--- src/rtl/serial_adder_pkg.sv ---
// Shared definitions for the bit-serial adder: FSM states, default width, counter sizing.
package serial_adder_pkg;

  localparam int DEFAULT_WIDTH = 8;

  typedef enum logic [1:0] {
    IDLE = 2'd0,
    RUN  = 2'd1,
    DONE = 2'd2
  } state_t;

  // Bit counter only needs to reach WIDTH-1; keep at least one bit for tiny widths.
  function automatic int cnt_width(input int w);
    return (w > 2) ? $clog2(w) : 1;
  endfunction

endpackage

--- src/rtl/serial_adder_fa.sv ---
// Single-bit full-adder cell used as the per-bit adder of serial_adder.
module FullAdder (
  input  logic i_a,
  input  logic i_b,
  input  logic i_cin,
  output logic o_s,
  output logic o_cout
);

  assign o_s    = i_a ^ i_b ^ i_cin;
  assign o_cout = (i_a & i_b) | (i_cin & (i_a ^ i_b));

endmodule

--- src/rtl/serial_adder.sv ---
// Bit-serial adder: one full-adder cell processes one bit per clock, LSB first.
// Optional signed-overflow output is enabled by defining SERIAL_ADDER_OVF_EN.
module serial_adder
  import serial_adder_pkg::*;
#(
  parameter int WIDTH = DEFAULT_WIDTH
) (
  input  logic             clk,
  input  logic             rst_n,
  input  logic             start,
  input  logic [WIDTH-1:0] a,
  input  logic [WIDTH-1:0] b,
  input  logic             c_in,
  output logic             busy,
  output logic             done,
  output logic [WIDTH-1:0] sum,
  output logic             c_out
`ifdef SERIAL_ADDER_OVF_EN
  ,
  output logic             ovf
`endif
);

  localparam int CNT_W = cnt_width(WIDTH);

  state_t             r_state;
  state_t             w_state_nxt;
  logic [WIDTH-1:0]   r_a;
  logic [WIDTH-1:0]   r_b;
  logic [WIDTH-1:0]   r_sum;
  logic               r_carry;
  logic               r_cout;
  logic [CNT_W-1:0]   r_cnt;
  logic               w_load;
  logic               w_step;
  logic               w_last;
  logic               w_s;
  logic               w_cout;

  FullAdder u_fa (
    .i_a    (r_a[0]),
    .i_b    (r_b[0]),
    .i_cin  (r_carry),
    .o_s    (w_s),
    .o_cout (w_cout)
  );

  always_ff @(posedge clk or negedge rst_n) begin
    if (!rst_n) begin
      r_state <= IDLE;
    end else begin
      r_state <= w_state_nxt;
    end
  end

  // Start is honoured in IDLE and DONE only, so a request during RUN is dropped.
  always_comb begin
    w_state_nxt = r_state;
    w_load      = 1'b0;
    w_step      = 1'b0;
    w_last      = (r_cnt == CNT_W'(WIDTH - 1));
    case (r_state)
      IDLE: begin
        if (start) begin
          w_load      = 1'b1;
          w_state_nxt = RUN;
        end
      end
      RUN: begin
        w_step = 1'b1;
        if (w_last) begin
          w_state_nxt = DONE;
        end
      end
      DONE: begin
        if (start) begin
          w_load      = 1'b1;
          w_state_nxt = RUN;
        end else begin
          w_state_nxt = IDLE;
        end
      end
      default: begin
        w_state_nxt = IDLE;
      end
    endcase
  end

  // Sum bits enter at the MSB so after WIDTH steps bit 0 has reached the LSB.
  always_ff @(posedge clk or negedge rst_n) begin
    if (!rst_n) begin
      r_a     <= '0;
      r_b     <= '0;
      r_sum   <= '0;
      r_carry <= 1'b0;
      r_cout  <= 1'b0;
      r_cnt   <= '0;
    end else if (w_load) begin
      r_a     <= a;
      r_b     <= b;
      r_carry <= c_in;
      r_cnt   <= '0;
    end else if (w_step) begin
      r_a     <= r_a >> 1;
      r_b     <= r_b >> 1;
      r_sum   <= {w_s, r_sum[WIDTH-1:1]};
      r_carry <= w_cout;
      r_cnt   <= r_cnt + CNT_W'(1);
      if (w_last) begin
        r_cout <= w_cout;
      end
    end
  end

`ifdef SERIAL_ADDER_OVF_EN
  logic r_ovf;

  // On the last step r_carry is the carry into the MSB cell.
  always_ff @(posedge clk or negedge rst_n) begin
    if (!rst_n) begin
      r_ovf <= 1'b0;
    end else if (w_step && w_last) begin
      r_ovf <= r_carry ^ w_cout;
    end
  end

  assign ovf = r_ovf;
`endif

  assign busy  = (r_state == RUN);
  assign done  = (r_state == DONE);
  assign sum   = r_sum;
  assign c_out = r_cout;

endmodule

--- config.mk ---
export PLATFORM = sky130hd
export DESIGN_NAME = serial_adder
export DESIGN_NICKNAME = d
export VERILOG_FILES = /design/src/rtl/serial_adder_pkg.sv /design/src/rtl/serial_adder_fa.sv /design/src/rtl/serial_adder.sv
export SDC_FILE = /design/constraint.sdc
export NUM_CORES = 1
export LEC_CHECK = 0
export BUFFER_PORTS_ARGS = -buffer_cell sky130_fd_sc_hd__buf_2
export CAP_MARGIN = 0
export CORE_AREA = 5 5 66 68
export CTS_CLUSTER_SIZE = 14
export DETAILED_ROUTE_END_ITERATION = 7
export DIE_AREA = 0 0 71 73
export PLACE_DENSITY = 0.66
export SETUP_SLACK_MARGIN = 0.05
export SYNTH_ARGS = -nofsm -noshare
export SYNTH_HDL_FRONTEND = slang
export SYNTH_SLANG_ARGS = --single-unit
--- constraint.sdc ---
create_clock -name clk -period 2.1 [get_ports clk]
set_clock_uncertainty 0.1 [all_clocks]
set_input_delay 0.105 -clock clk [delete_from_list [all_inputs] [get_ports clk]]
set_output_delay 0.105 -clock clk [all_outputs]
set_load 0.1 [all_outputs]
* Yosys cells after proc, flatten, opt, wreduce, memory -nomap -nowiden
Cells that the tools add are included.
** Operators by class
- Add/sub/neg operators :: 1
- Equality and inequality tests :: 5
- Muxes and demuxes :: 15
- Bitwise logic cells :: 6
- Reductions and logical operators :: 6
** Operators with widths (count)
- 8-bit two-way mux :: 4
- 1-bit two-way mux :: 6
- 3-bit two-way mux :: 2
- 2-bit one-hot mux with 3 select lines :: 1
- 2-bit two-way mux :: 2
- 2-bit AND reduction :: 2
- 3-bit by 1-bit adder with 3-bit output (second input constant) :: 1
- 3-bit == test (second input constant) :: 1
- 3-bit AND reduction :: 1
- 1-bit bitwise AND :: 2
- 2-bit by 1-bit == test with 1-bit output (second input constant) :: 1
- 2-bit == test (second input constant) :: 1
- 2-bit logical NOT :: 1
- 2-bit by 1-bit inequality test with 1-bit output (second input constant) :: 1
- 2-bit inequality test (second input constant) :: 1
- 2-bit nonzero test :: 1
- 2-bit OR reduction :: 1
- 1-bit bitwise XOR :: 2
- 1-bit inverter :: 1
- 1-bit bitwise OR :: 1
** Word-level totals
- Register bits :: 31
- Input bits :: 20
- Output and inout bits :: 11
- Word-level logic and storage cells :: 40

* Logic depth before layout (Yosys ltp)
- Depth after elaboration :: 5
- Depth in mapped cells :: 6
- Depth with buffers taken out :: 4

* Hierarchy
From an unflattened synthesis, not the netlist that was laid out.
** Unflattened totals
- Cells, all modules :: 117
- Area, all modules :: 1587.8 µm²
** By module, submodules not included
- serial_adder :: instances 1, cells an instance 116, area an instance 1567.8 µm², seq. area each 775.7 µm²
- FullAdder :: instances 1, cells an instance 1, area an instance 20.0 µm², seq. area each 0.0 µm²

* Least setup slack after synthesis
Ideal clock, no wire load.
- Kind :: flip-flop to output port
- Start :: reg r_state[0]
- End :: out done
- Arrival time :: 1.843 ns
- Required time :: 1.895 ns
- Slack :: 0.052 ns
- Cell stages (with the launch flop) :: 3
- Path buffers :: 1
- Path through :: dfrtp_1 > buf_2 > nor2b_1
** On the way
- Longest elaborated chain between the ends :: 1
** Ends and longest elaborated chain
- start: declaration :: RTL line serial_adder.sv:26 : state_t r_state;
- start signal: assignment :: RTL line serial_adder.sv:52 : r_state <= w_state_nxt;
- 2-bit == test :: RTL line serial_adder.sv:131 : assign done = (r_state == DONE);
- end: declaration :: RTL line serial_adder.sv:15 : output logic done,
Every way passes these cells.

* Final worst setup path
- Start :: reg r_state[1]
- End :: reg r_cout, in the netlist c_out
** On the way
- Longest elaborated chain between the ends :: 5
- Elaborated cells on any way between the ends :: 8
- Those cells by class :: 2 x eq/ne; 2 x mux; 1 x bitwise; 3 x reduce/logical
** Ends and longest elaborated chain
- 2-bit == test or 2-bit logical NOT (tied branches) :: RTL line serial_adder.sv:62 : case (r_state)
- 2-bit OR reduction (no source line)
- 1-bit two-way mux
- 1-bit inverter (no source line)
- 3-bit AND reduction (no source line) *
- end signal: assignment :: RTL line serial_adder.sv:110 : r_cout <= w_cout;
- end: declaration :: RTL line serial_adder.sv:32 : logic r_cout;
Mark *: on every way between the ends. The rest lies on a longest branch, timed or not.
A chain may end at the register's enable or synchronous reset.

==> results.md <==
- Initial Utilization: between 30% and 40%
- Synthesized area: roughly 1400 µm²
- Total negative slack: 0 ns
- DIE AREA: between 5000 and 6000 µm²
- Gr usage total: between 10 and 15%
- Share of cells above drive strength 1: roughly a quarter
- Placed cell areas: around 1600 µm²
- Final setup violation count: 0
- Area of the core: roughly 3800 µm²
- CP Cell Sequence: nand2b_4 -> inv_2 -> and2_4 -> mux2_4
- Reg clk slew, reported paths: 0.07 ns
- Crit path DAT: between 1.5 and 2 ns
- Post-synth cell types: 24
- Fin. Hold Viols: 0
- Most common cell after layout, fill and taps aside: dfrtp_1
- Final core utilization: about 47%
- Row Count: 23
- WL per Instance: 13.2 µm
- Vias in the first global route: between 1000 and 1500
- Critical Path End Type: register
- Tmin final: approximately 1.8 ns
- H-Tree Depth: 2
- DR vias/cell: ~5
- Rel. slew slack: 53.9%
- Status: finished, final reports clean
- Root Buffer: clkbuf_8
- DRT Pass-1 Iters: 4
- Commonest non-fill, non-tap cells in the layout: dfrtp_1 (31), buf_2 (29), nand2_1 (25)
- Critical-path top delay cell: dfrtp_1
- Die X: 71 µm
- Detailed Route WL: 3050 µm
- Setup Fix Bufs, Post-CTS: 0
- FMAX: approximately 0.55 GHz
- DPL Wire Length: ~2100 µm
- Initial antenna violation count: 0
- Synth Instances: roughly 140
- Hold Crit Class: in2reg
- Final Net Count: between 200 and 250
- Final ANT Viol Nets: 0
- I/O pin count: 31
- PwrDens: ~1800 nW/µm²
- Final worst hold slack: around 0.0048 ns
- DRT iter0 DRCs: 62
- Die Y: roughly 73 µm
- Period utilization: between 80% and 90%
- Clock sinks: 31
- Clock latency on the worst-skew pair: 0.28 ns
- Layout area overhead: 28.7%
- CP max FO: 23
- Post-route DRC: 0
- Largest net degree at the start of global routing: 32
- Mean Syn Cell Area: roughly 10 µm²
- Leak pwr: 0.839 nW
- Total grt overflow: 0
- GP Congestion: 0.762
- Delay of the slowest critical-path stage: 0.57 ns
- Clock Path Buffers: 2
- RSZ-0062 raised after global routing: false
- TritonCTS clock tree: done
- Max-cap violations: 0
- Fill cells: a little under 400
- Seq cells post-synth: 31
- First-pass GRT wire length: about 5200 µm
- Worst VDD drop: approximately 0.50 mV
- Vias after detailed routing: roughly 1200
- CP Launch Type: register
- Input/output buffers: 30
- Max-slew violations: 0
- Critical path required time: 2.16 ns
- Post-synthesis sequential area ratio: between 50 and 60%
- Net Count, Synth: 160
- WS Path Type: reg2reg
- Tightest Pin Transition: around 0.69 ns
- CTS buffer count: 5
- YS warnings: 0
- Final instance area: about 1800 µm²
- Antenna diodes: 0
## where the power goes
| group | total (mW) | switching [mW] | internal (mW) |
|---|---|---|---|
| clock | 0.456 | 0.225 | 0.231 |
| sequential | 1.08 | 0.200 | 0.881 |
| combinational | 1.70 | 1.19 | 0.517 |
## registers in the layout, indices dropped and copies added, names as in the netlist
signal,cells
c_out,1
r_a,8
r_b,8
r_carry,1
r_cnt,3
r_state,2
sum,8
## logic make-up (layout without fill, tap and decap cells)
kind of cell	Yosys count	count (layout)	synth area share, %
mux	8	8	6.27
compound gates	25	25	11.5
buf+inv	11	54	4.12
fa+ha+maj	3	3	3.22
simple gates	59	59	19.3
flops	31	31	55.5
## worst paths after layout
check / from / endpoint / slack (ns) / cells after the start
max in group asynchronous: rst_n / r_b[0]$_DFFE_PN0P_ / 1.16 / 2
min: b[3] / r_b[3]$_DFFE_PN0P_ / 0.005 / 3
min in group asynchronous: rst_n / sum[0]$_DFFE_PN0P_ / 0.30 / 2
min reg2reg: sum[0]$_DFFE_PN0P_ / sum[0]$_DFFE_PN0P_ / 0.37 / 2
max: r_state[1]$_DFFE_PN0P_ / c_out$_DFFE_PN0P_ / 0.29 / 4
max reg2reg: r_state[1]$_DFFE_PN0P_ / c_out$_DFFE_PN0P_ / 0.29 / 4
## area by class of cell
| cell class | count | area [µm²] | share of cell area [%] |
|---|---|---|---|
| Clock buffer | 6 | 72.6 | 4.03 |
| Clock inverter | 2 | 12.5 | 0.695 |
| Inverter | 1 | 3.75 | 0.209 |
| Multi-Input combinational cell | 95 | 564 | 31.4 |
| Sequential cell | 31 | 776 | 43.1 |
| Tap cell | 50 | 62.6 | 3.48 |
| Timing Repair Buffer | 45 | 308 | 17.1 |
## per-layer routing
layer  vias up  global-route usage (%)  wire length [µm]
met2        35                    22.0              1510
met3         7                    4.41               191
li1        554                       -                 -
met5         -                       0                 0
met4         0                    4.38                44
met1       559                    14.8              1300
## critical path: cells and delay by family (launching register included)
family	cells	cell delay [ns]
AND/OR/NAND/NOR	2	0.57
multiplexers	1	0.29
buffers and inverters	1	0.17
flip-flops	1	0.57
## through the flow
stage,power [mW],worst slack (ns),cells
2_1_floorplan,2.43,0.0522,137
3_3_place_gp,2.72,0.364,210
3_5_place_dp,2.78,0.306,210
4_1_cts,3.26,0.285,230
5_1_grt,3.44,0.208,230
6_report,3.24,0.292,230
## synth_stat cells
cell | number | area [µm²]
a211oi_1 | 4 | 30.0
a21oi_1 | 4 | 20.0
a22o_1 | 3 | 26.3
a22oi_1 | 1 | 7.51
and2_4 | 1 | 8.76
buf_2 | 7 | 35.0
buf_6 | 1 | 11.3
clkbuf_1 | 2 | 7.51
dfrtp_1 | 31 | 776
fa_1 | 1 | 20.0
ha_1 | 2 | 25.0
inv_2 | 1 | 3.75
mux2_2 | 2 | 22.5
mux2_4 | 1 | 15.0
mux2i_1 | 5 | 50.1
nand2_1 | 25 | 93.8
nand2b_1 | 1 | 6.26
nand2b_4 | 1 | 13.8
nand3_1 | 3 | 15.0
nor2_1 | 12 | 45.0
nor2b_1 | 6 | 37.5
nor3_1 | 10 | 50.1
o21ai_0 | 3 | 15.0
o22ai_1 | 10 | 62.6
## repair_timing
item,4_1_cts,5_1_grt
hold buffers,12,0
gates resized for setup,0,0
endpoints found under the hold margin,42,0
No activity file was read; power rests on OpenSTA's default activity.
